File: config.mk
export PLATFORM = sky130hd
export DESIGN_NAME = irq_sched
export DESIGN_NICKNAME = d
export VERILOG_FILES = /design/src/rtl/irq_sched.sv
export SDC_FILE = /design/constraint.sdc
export NUM_CORES = 1
export LEC_CHECK = 0
export ABC_AREA = 1
export BUFFER_PORTS_ARGS = -buffer_cell sky130_fd_sc_hd__buf_2
export CORE_MARGIN = 2
export CORE_UTILIZATION = 47
export DETAILED_ROUTE_END_ITERATION = 6
export PLACE_DENSITY = 0.67
export SYNTH_ARGS = -nofsm -noshare
export SYNTH_HDL_FRONTEND = slang
export SYNTH_SLANG_ARGS = --single-unit
export TNS_END_PERCENT = 1
File: constraint.sdc
create_clock -name CCLK -period 1.4 [get_ports CCLK]
set_input_delay 0.14 -clock CCLK [delete_from_list [all_inputs] [get_ports CCLK]]
set_output_delay 0.14 -clock CCLK [all_outputs]
set_load 0.05 [all_outputs]
File: src/rtl/irq_sched.sv
// Raster interrupt scheduler: counts HSYNC ends, requests a Z80 interrupt every 52 lines, resyncs to VSYNC.
// Optional status outputs INTCNT / VS_STATE are compiled in with IRQ_STATUS_EN.
module irq_sched (
    input  logic       CCLK,
    input  logic       RESET,
    input  logic       HSYNC,
    input  logic       VSYNC,
    input  logic       IORQ_n,
    input  logic       M1_n,
    input  logic       IRQ_RESET,
    output logic       INT_n,
    output logic       INT_EVENT
`ifdef IRQ_STATUS_EN
    ,
    output logic [5:0] INTCNT,
    output logic [1:0] VS_STATE
`endif
);

    typedef enum logic [1:0] {
        VS_IDLE  = 2'd0,
        VS_WAIT1 = 2'd1,
        VS_WAIT2 = 2'd2
    } vs_state_t;

    typedef enum logic {
        ACK_ARMED = 1'b0,
        ACK_HOLD  = 1'b1
    } ack_state_t;

    // Handshake: an acknowledge is one cycle with M1_n=0 and IORQ_n=0 while INT_n is low and
    // the ack FSM is ARMED; further acks are ignored until M1_n returns high.
    logic       hs_d;
    logic       vs_d;
    logic [5:0] intcnt;
    vs_state_t  vs_state;
    ack_state_t ack_state;

    logic       hend;
    logic       vstart;
    logic       resync;
    logic       ack;
    logic       raise;
    logic [5:0] cnt_next;

    always_comb begin
        hend     = hs_d & ~HSYNC;
        vstart   = ~vs_d & VSYNC;
        resync   = hend & ~vstart & (vs_state == VS_WAIT2);
        ack      = ~INT_n & ~M1_n & ~IORQ_n & (ack_state == ACK_ARMED);
        raise    = 1'b0;
        cnt_next = intcnt;
        if (resync) begin
            raise    = intcnt[5];
            cnt_next = 6'd0;
        end else if (hend) begin
            if (intcnt == 6'd51) begin
                raise    = 1'b1;
                cnt_next = 6'd0;
            end else begin
                cnt_next = intcnt + 6'd1;
            end
        end else if (ack) begin
            cnt_next = {1'b0, intcnt[4:0]};
        end
    end

    always_ff @(posedge CCLK) begin
        if (RESET) begin
            hs_d      <= 1'b0;
            vs_d      <= 1'b0;
            intcnt    <= 6'd0;
            INT_n     <= 1'b1;
            INT_EVENT <= 1'b0;
            vs_state  <= VS_IDLE;
            ack_state <= ACK_ARMED;
        end else begin
            hs_d      <= HSYNC;
            vs_d      <= VSYNC;
            INT_EVENT <= 1'b0;

            // VSTART outranks HEND; IRQ_RESET does not touch this FSM.
            if (vstart) begin
                vs_state <= VS_WAIT1;
            end else if (hend) begin
                case (vs_state)
                    VS_WAIT1: vs_state <= VS_WAIT2;
                    VS_WAIT2: vs_state <= VS_IDLE;
                    default:  vs_state <= vs_state;
                endcase
            end

            if (IRQ_RESET) begin
                intcnt <= 6'd0;
                INT_n  <= 1'b1;
            end else begin
                intcnt <= cnt_next;
                if (raise) begin
                    INT_n     <= 1'b0;
                    INT_EVENT <= INT_n;
                end else if (ack) begin
                    INT_n <= 1'b1;
                end
            end

            if (ack && !IRQ_RESET) begin
                ack_state <= ACK_HOLD;
            end else if (M1_n) begin
                ack_state <= ACK_ARMED;
            end
        end
    end

`ifdef IRQ_STATUS_EN
    assign INTCNT   = intcnt;
    assign VS_STATE = vs_state;
`endif

endmodule

### Yosys cells after proc, flatten, opt, wreduce, memory -nomap -nowiden

Index checks and enable logic that the tools add are counted.

| word-level totals | value |
|---|---|
| register bits | 13 |
| output and inout bits | 2 |
| input bits | 7 |

| cells by class | value |
|---|---|
| bitwise logic cells | 15 |
| reductions and logical operators | 14 |
| muxes and demuxes | 13 |
| $add $sub $neg | 1 |
| eq/ne operators | 3 |

Operators by type and width:

| operator | number |
|---|---|
| $mux W6 | 3 |
| $reduce_bool A2 Y1 | 5 |
| $mux W1 | 9 |
| $not A1 Y1 | 8 |
| $and A1 B1 Y1 | 7 |
| $add A6 B1 Y6 const B | 1 |
| $eq A6 B6 Y1 const B | 1 |
| $reduce_or A3 Y1 | 2 |
| $pmux W2 S2 | 1 |
| $reduce_and A2 Y1 | 2 |
| $reduce_or A2 Y1 | 2 |
| $reduce_bool A3 Y1 | 1 |
| $eq A2 B1 Y1 const B | 1 |
| $eq A2 B2 Y1 const B | 1 |
| $logic_and A1 B1 Y1 | 1 |
| $logic_not A1 Y1 | 1 |

### Logic depth before layout (Yosys ltp)

| logic depth | value |
|---|---|
| word-level depth | 8 |
| gate-level depth with buffers | 8 |

### Worst setup path after synthesis

No wires, ideal clock.

| path | value |
|---|---|
| kind | reg2reg |
| start | register INT_n |
| end | register intcnt[5] |
| path slack | 0.265 ns |
| arrival time | 1.069 ns |
| cell stages (with the launch flop) | 5 |
| required time | 1.334 ns |
| library setup time | 0.066 ns |
| clock period less this slack | 1.135 ns |
| cells stage by stage | dfxtp_1 inv_1 nand3_1 nand3_1 a21oi_2 |

| between the ends | value |
|---|---|
| word-level cells in the longest chain between the ends | 5 |

Ends and longest elaborated chain:

| item | RTL line | RTL |
|---|---|---|
| start, declared | 11 | `output logic INT_n,` |
| start signal, assigned | 73 | `INT_n <= 1'b1;` |
| start signal, assigned | 95 | `INT_n <= 1'b1;` |
| start signal, assigned | 99 | `INT_n <= 1'b0;` |
| $not A1 Y1 | 50 | `ack = ~INT_n & ~M1_n & ~IORQ_n & (ack_state == ACK_ARMED);` |
| $and A1 B1 Y1 (3 in a row) | 50 |  |
| $reduce_bool A2 Y1 (no source line) | n/a |  |
| end signal, assigned | 97 | `intcnt <= cnt_next;` |
| end, declared | 35 | `logic [5:0] intcnt;` |

Every way passes these cells.
A chain may end at the register's enable or synchronous reset.

### Final worst setup path

| path | value |
|---|---|
| start | register intcnt[0] |
| end | register INT_n |

| between the ends | value |
|---|---|
| word-level cells in the longest chain between the ends | 5 |

Ends and longest elaborated chain:

| item | RTL line | RTL |
|---|---|---|
| $eq A6 B6 Y1 * | 57 | `if (intcnt == 6'd51) begin` |
| $mux W1 * | 57 |  |
| $mux W1 * | 56 | `end else if (hend) begin` |
| $mux W1 * | 53 | `if (resync) begin` |
| $mux W1 / $reduce_bool A2 Y1 (equally long branches) | n/a |  |
| end signal, assigned | 95 |  |
| end signal, assigned | 99 |  |
| end signal, assigned | 102 | `INT_n <= 1'b1;` |

Every way passes the cells marked *; elsewhere a longest branch is shown, timed or not.

==> summary.txt <==
Cells and area
  – Utilization after layout: 56.92%
  – Fillers: between 100 and 150
  – Layout cells sized above 1: between 20% and 30%
  – Fin nets: roughly 110
  – FF+latch area: approximately 260 sq um
  – Ant diodes: 0
  – Multi-input logic area: ~350 sq um
  – Area delta synth->final: 12.98%

Pwr
  – Switching portion of total power: approximately 25%
  – Pwr dens: 912.1 mW/mm^2
  – VDD IR max: ~570 uV
  – Logic pwr share: under 10%
  – Clk pwr share: 35.2%
  – Total power: between 600 and 700 uW
  – Leakage: approximately 0.00031 uW
  – Internal power: about 510 uW
  – Net Sw Power: 167.3 uW
  – Flop pwr share: a little under three fifths

Yosys
  – Netlist cell types: 22
  – FF+latch count, synth: 13
  – Post-synth top area share: about 40%
  – Syn Std Cell Area: between 600 and 700 sq um
  – Top FF cell, synth: dfxtp_1
  – Net Count, Synth: between 90 and 100
  – Sequential fraction of the synthesis area: 39.69%
  – Most frequent cell after synthesis: nor2_1
  – Post-synth EDFFs: 0
  – Syn. warnings: 0
  – Area leader, netlist: dfxtp_1
  – Avg Inst Size Synth: between 7 and 8 sq um
  – Main area contributors after synthesis: dfxtp_1, nor2_1, nand2_1
  – Asr flop ratio synth: 0%
  – Mapped Cells: 84
  – Post-synth top cells: nor2_1, dfxtp_1, nand2_1, inv_1, nand3_1

Worst setup path
  – Crit path kind: flop to flop
  – Crit-path max FO: 3
  – Setup crit end kind: flop
  – FF-to-FF End: INT_n
  – Worst endpoint required time: 1.58 ns
  – Reg2reg path depth: 6
  – Startpoint types: flop
  – Worst r2r src: intcnt[0]
  – FF-to-FF setup slack: 0.20 ns
  – Setup crit start: intcnt[0]
  – Worst EP arrival: between 1 and 1.5 ns
  – Critical Path End: INT_n

Global route
  – Largest net degree at the start of global routing: 11
  – First-pass GRT wire length: 1842 microns
  – Initial antenna violation count: 0
  – Vias in the first global route: 460
  – Global route overflow: 0
  – GRT Overall Usage: between 10% and 20%

STA
  – Worst Max-Slew Pin Slew: approximately 0.25 ns
  – Final min period: 1.195 ns
  – Final slew viol count: 0
  – Fmax: between 800 and 900 MHz
  – Setup repair after global routing missed its margin: false
  – Setup tns final: 0 ns
  – Final Setup Violations: 0
  – Final Hold Vio Count: 0
  – Fin crit share: roughly 85%
  – Worst rel slew slack: approximately 83%
  – Clk_skew: 0.001475 ns

CTS
  – Clock Path Buffers: 2
  – # resized after CTS: 0
  – CTS H-Tree Depth: 1
  – Setup Fix Bufs, Post-CTS: 0
  – CTS buffer count: 3
  – Worst-path clk slew: 0.08 ns
  – Cts hold-fix bufs: 0
  – Later-pin clock latency in the skew report: between 0.2 and 0.3 ns
  – Num Clock Sinks: 13
  – CTS root buf: clkbuf_4
  – CTS tree: built

Hold path
  – Worst min-delay path category: primary input to flop

Run
  – Max Cap Viol: 0

Placed design
  – Hpwl dp: between 800 and 900 microns
  – GPL Wtd Cong: approximately 0.75
  – Port buffer count: 8

Run status
  – Outcome: finished clean

Route
  – Final wirelength: approximately 1200 microns
  – Vias per cell: around 4.9
  – # DRC: 0
  – Vias: around 550
  – Wire per inst: ~10 microns
  – Post-route ant nets: 0
  – Initial DRC count: 6
  – Detailed Routing Iterations Pass 1: 4

Floorplanning
  – Core area: between 0.001 and 0.0015 sq mm
  – I/O pin count: 9
  – Die Span X: ~41 microns
  – Number of cell rows: 13
  – Starting Density: 50.38%
  – Die Y: about 41 microns
  – Die area: approximately 0.0017 sq mm
==> routing by layer <==
metal / GRT usage (%) / wire (microns) / up-vias
met5: 0 / 0 / -
met2: 28.52 / 526 / 11
met3: 6.383 / 47 / 5
met4: 9.677 / 34 / 0
li1: - / - / 287
met1: 20.33 / 551 / 243
==> worst min-delay path by stage <==
stage	startpoint	to	slack (ns)	depth (start not counted)
finish	HSYNC	hs_d	0.09	3
global route	HSYNC	hs_d	0.12	3
CTS	HSYNC	hs_d	0.09	3
detailed placement	HSYNC	hs_d	0.38	3
global placement	VSYNC	vs_d	0.37	3
floorplan	RESET	vs_state[0]	0.21	1
==> power by group through the flow <==
| stage | clock network [uW] | logic, uW | registers [uW] |
|---|---|---|---|
| after floorplan | 0 | 36.2 | 389 |
| after global placement | 0 | 54.9 | 389 |
| after detailed placement | 0 | 56.0 | 390 |
| after CTS | 243 | 57.0 | 381 |
| after global routing | 257 | 65.0 | 382 |
| final | 238 | 56.5 | 381 |
==> final cells by class <==
type / instances / area share (%)
Timing Repair Buffer: 8 / 5.405
Inverter: 13 / 6.588
Sequential cell: 13 / 35.14
Clock buffer: 4 / 3.547
Tap cell: 15 / 2.534
Multi-Input combinational cell: 58 / 46.79
==> sequential cells by signal, indices dropped and copies added, names as in the netlist <==
register and flops:
INT_n 1, intcnt 6, vs_state 2, ack_state 1
vs_d 1, hs_d 1, INT_EVENT 1
==> metrics by stage <==
step                      cells  setup slack (ns)  instance area (sq um)  hold slack, ns
final                       111            0.2049                  740.7         0.08868
after global routing        111           0.09329                  740.7          0.1161
after CTS                   111            0.2015                  740.7         0.09213
after detailed placement    107            0.2096                  714.4          0.3812
after global placement      107            0.2487                  714.4          0.3696
after floorplan              84            0.2648                  655.6          0.2091
==> placed cells by master (no fill, tap or decap), drive strengths merged <==
cell	count
dfxtp	13
xor2	3
o21ai	5
nand3	8
a21oi	4
or2	1
clkbuf	4
buf	8
ha	3
nor2	17
nand2	15
o22ai	1
inv	13
xnor2	1
==> cells by family after synthesis <==
family / Yosys count / share of synthesized area (%)
xor gates and xnor gates: 4 / 5.344
DFF: 13 / 39.69
AOI/OAI and AO/OA: 10 / 8.968
adders and majority gates: 3 / 5.726
buffers and inverters: 13 / 7.442
and+or+nand+nor: 41 / 32.82
==> worst max-delay path: stages (launching register included) <==
cell and delay (ns):
dfxtp_1 0.39, ha_1 0.21, nand3_1 0.11, o21ai_1 0.16, nand3_1 0.11, nand2_1 0.07
nand2_1 0.04
Power figures use the tool's default switching activity.
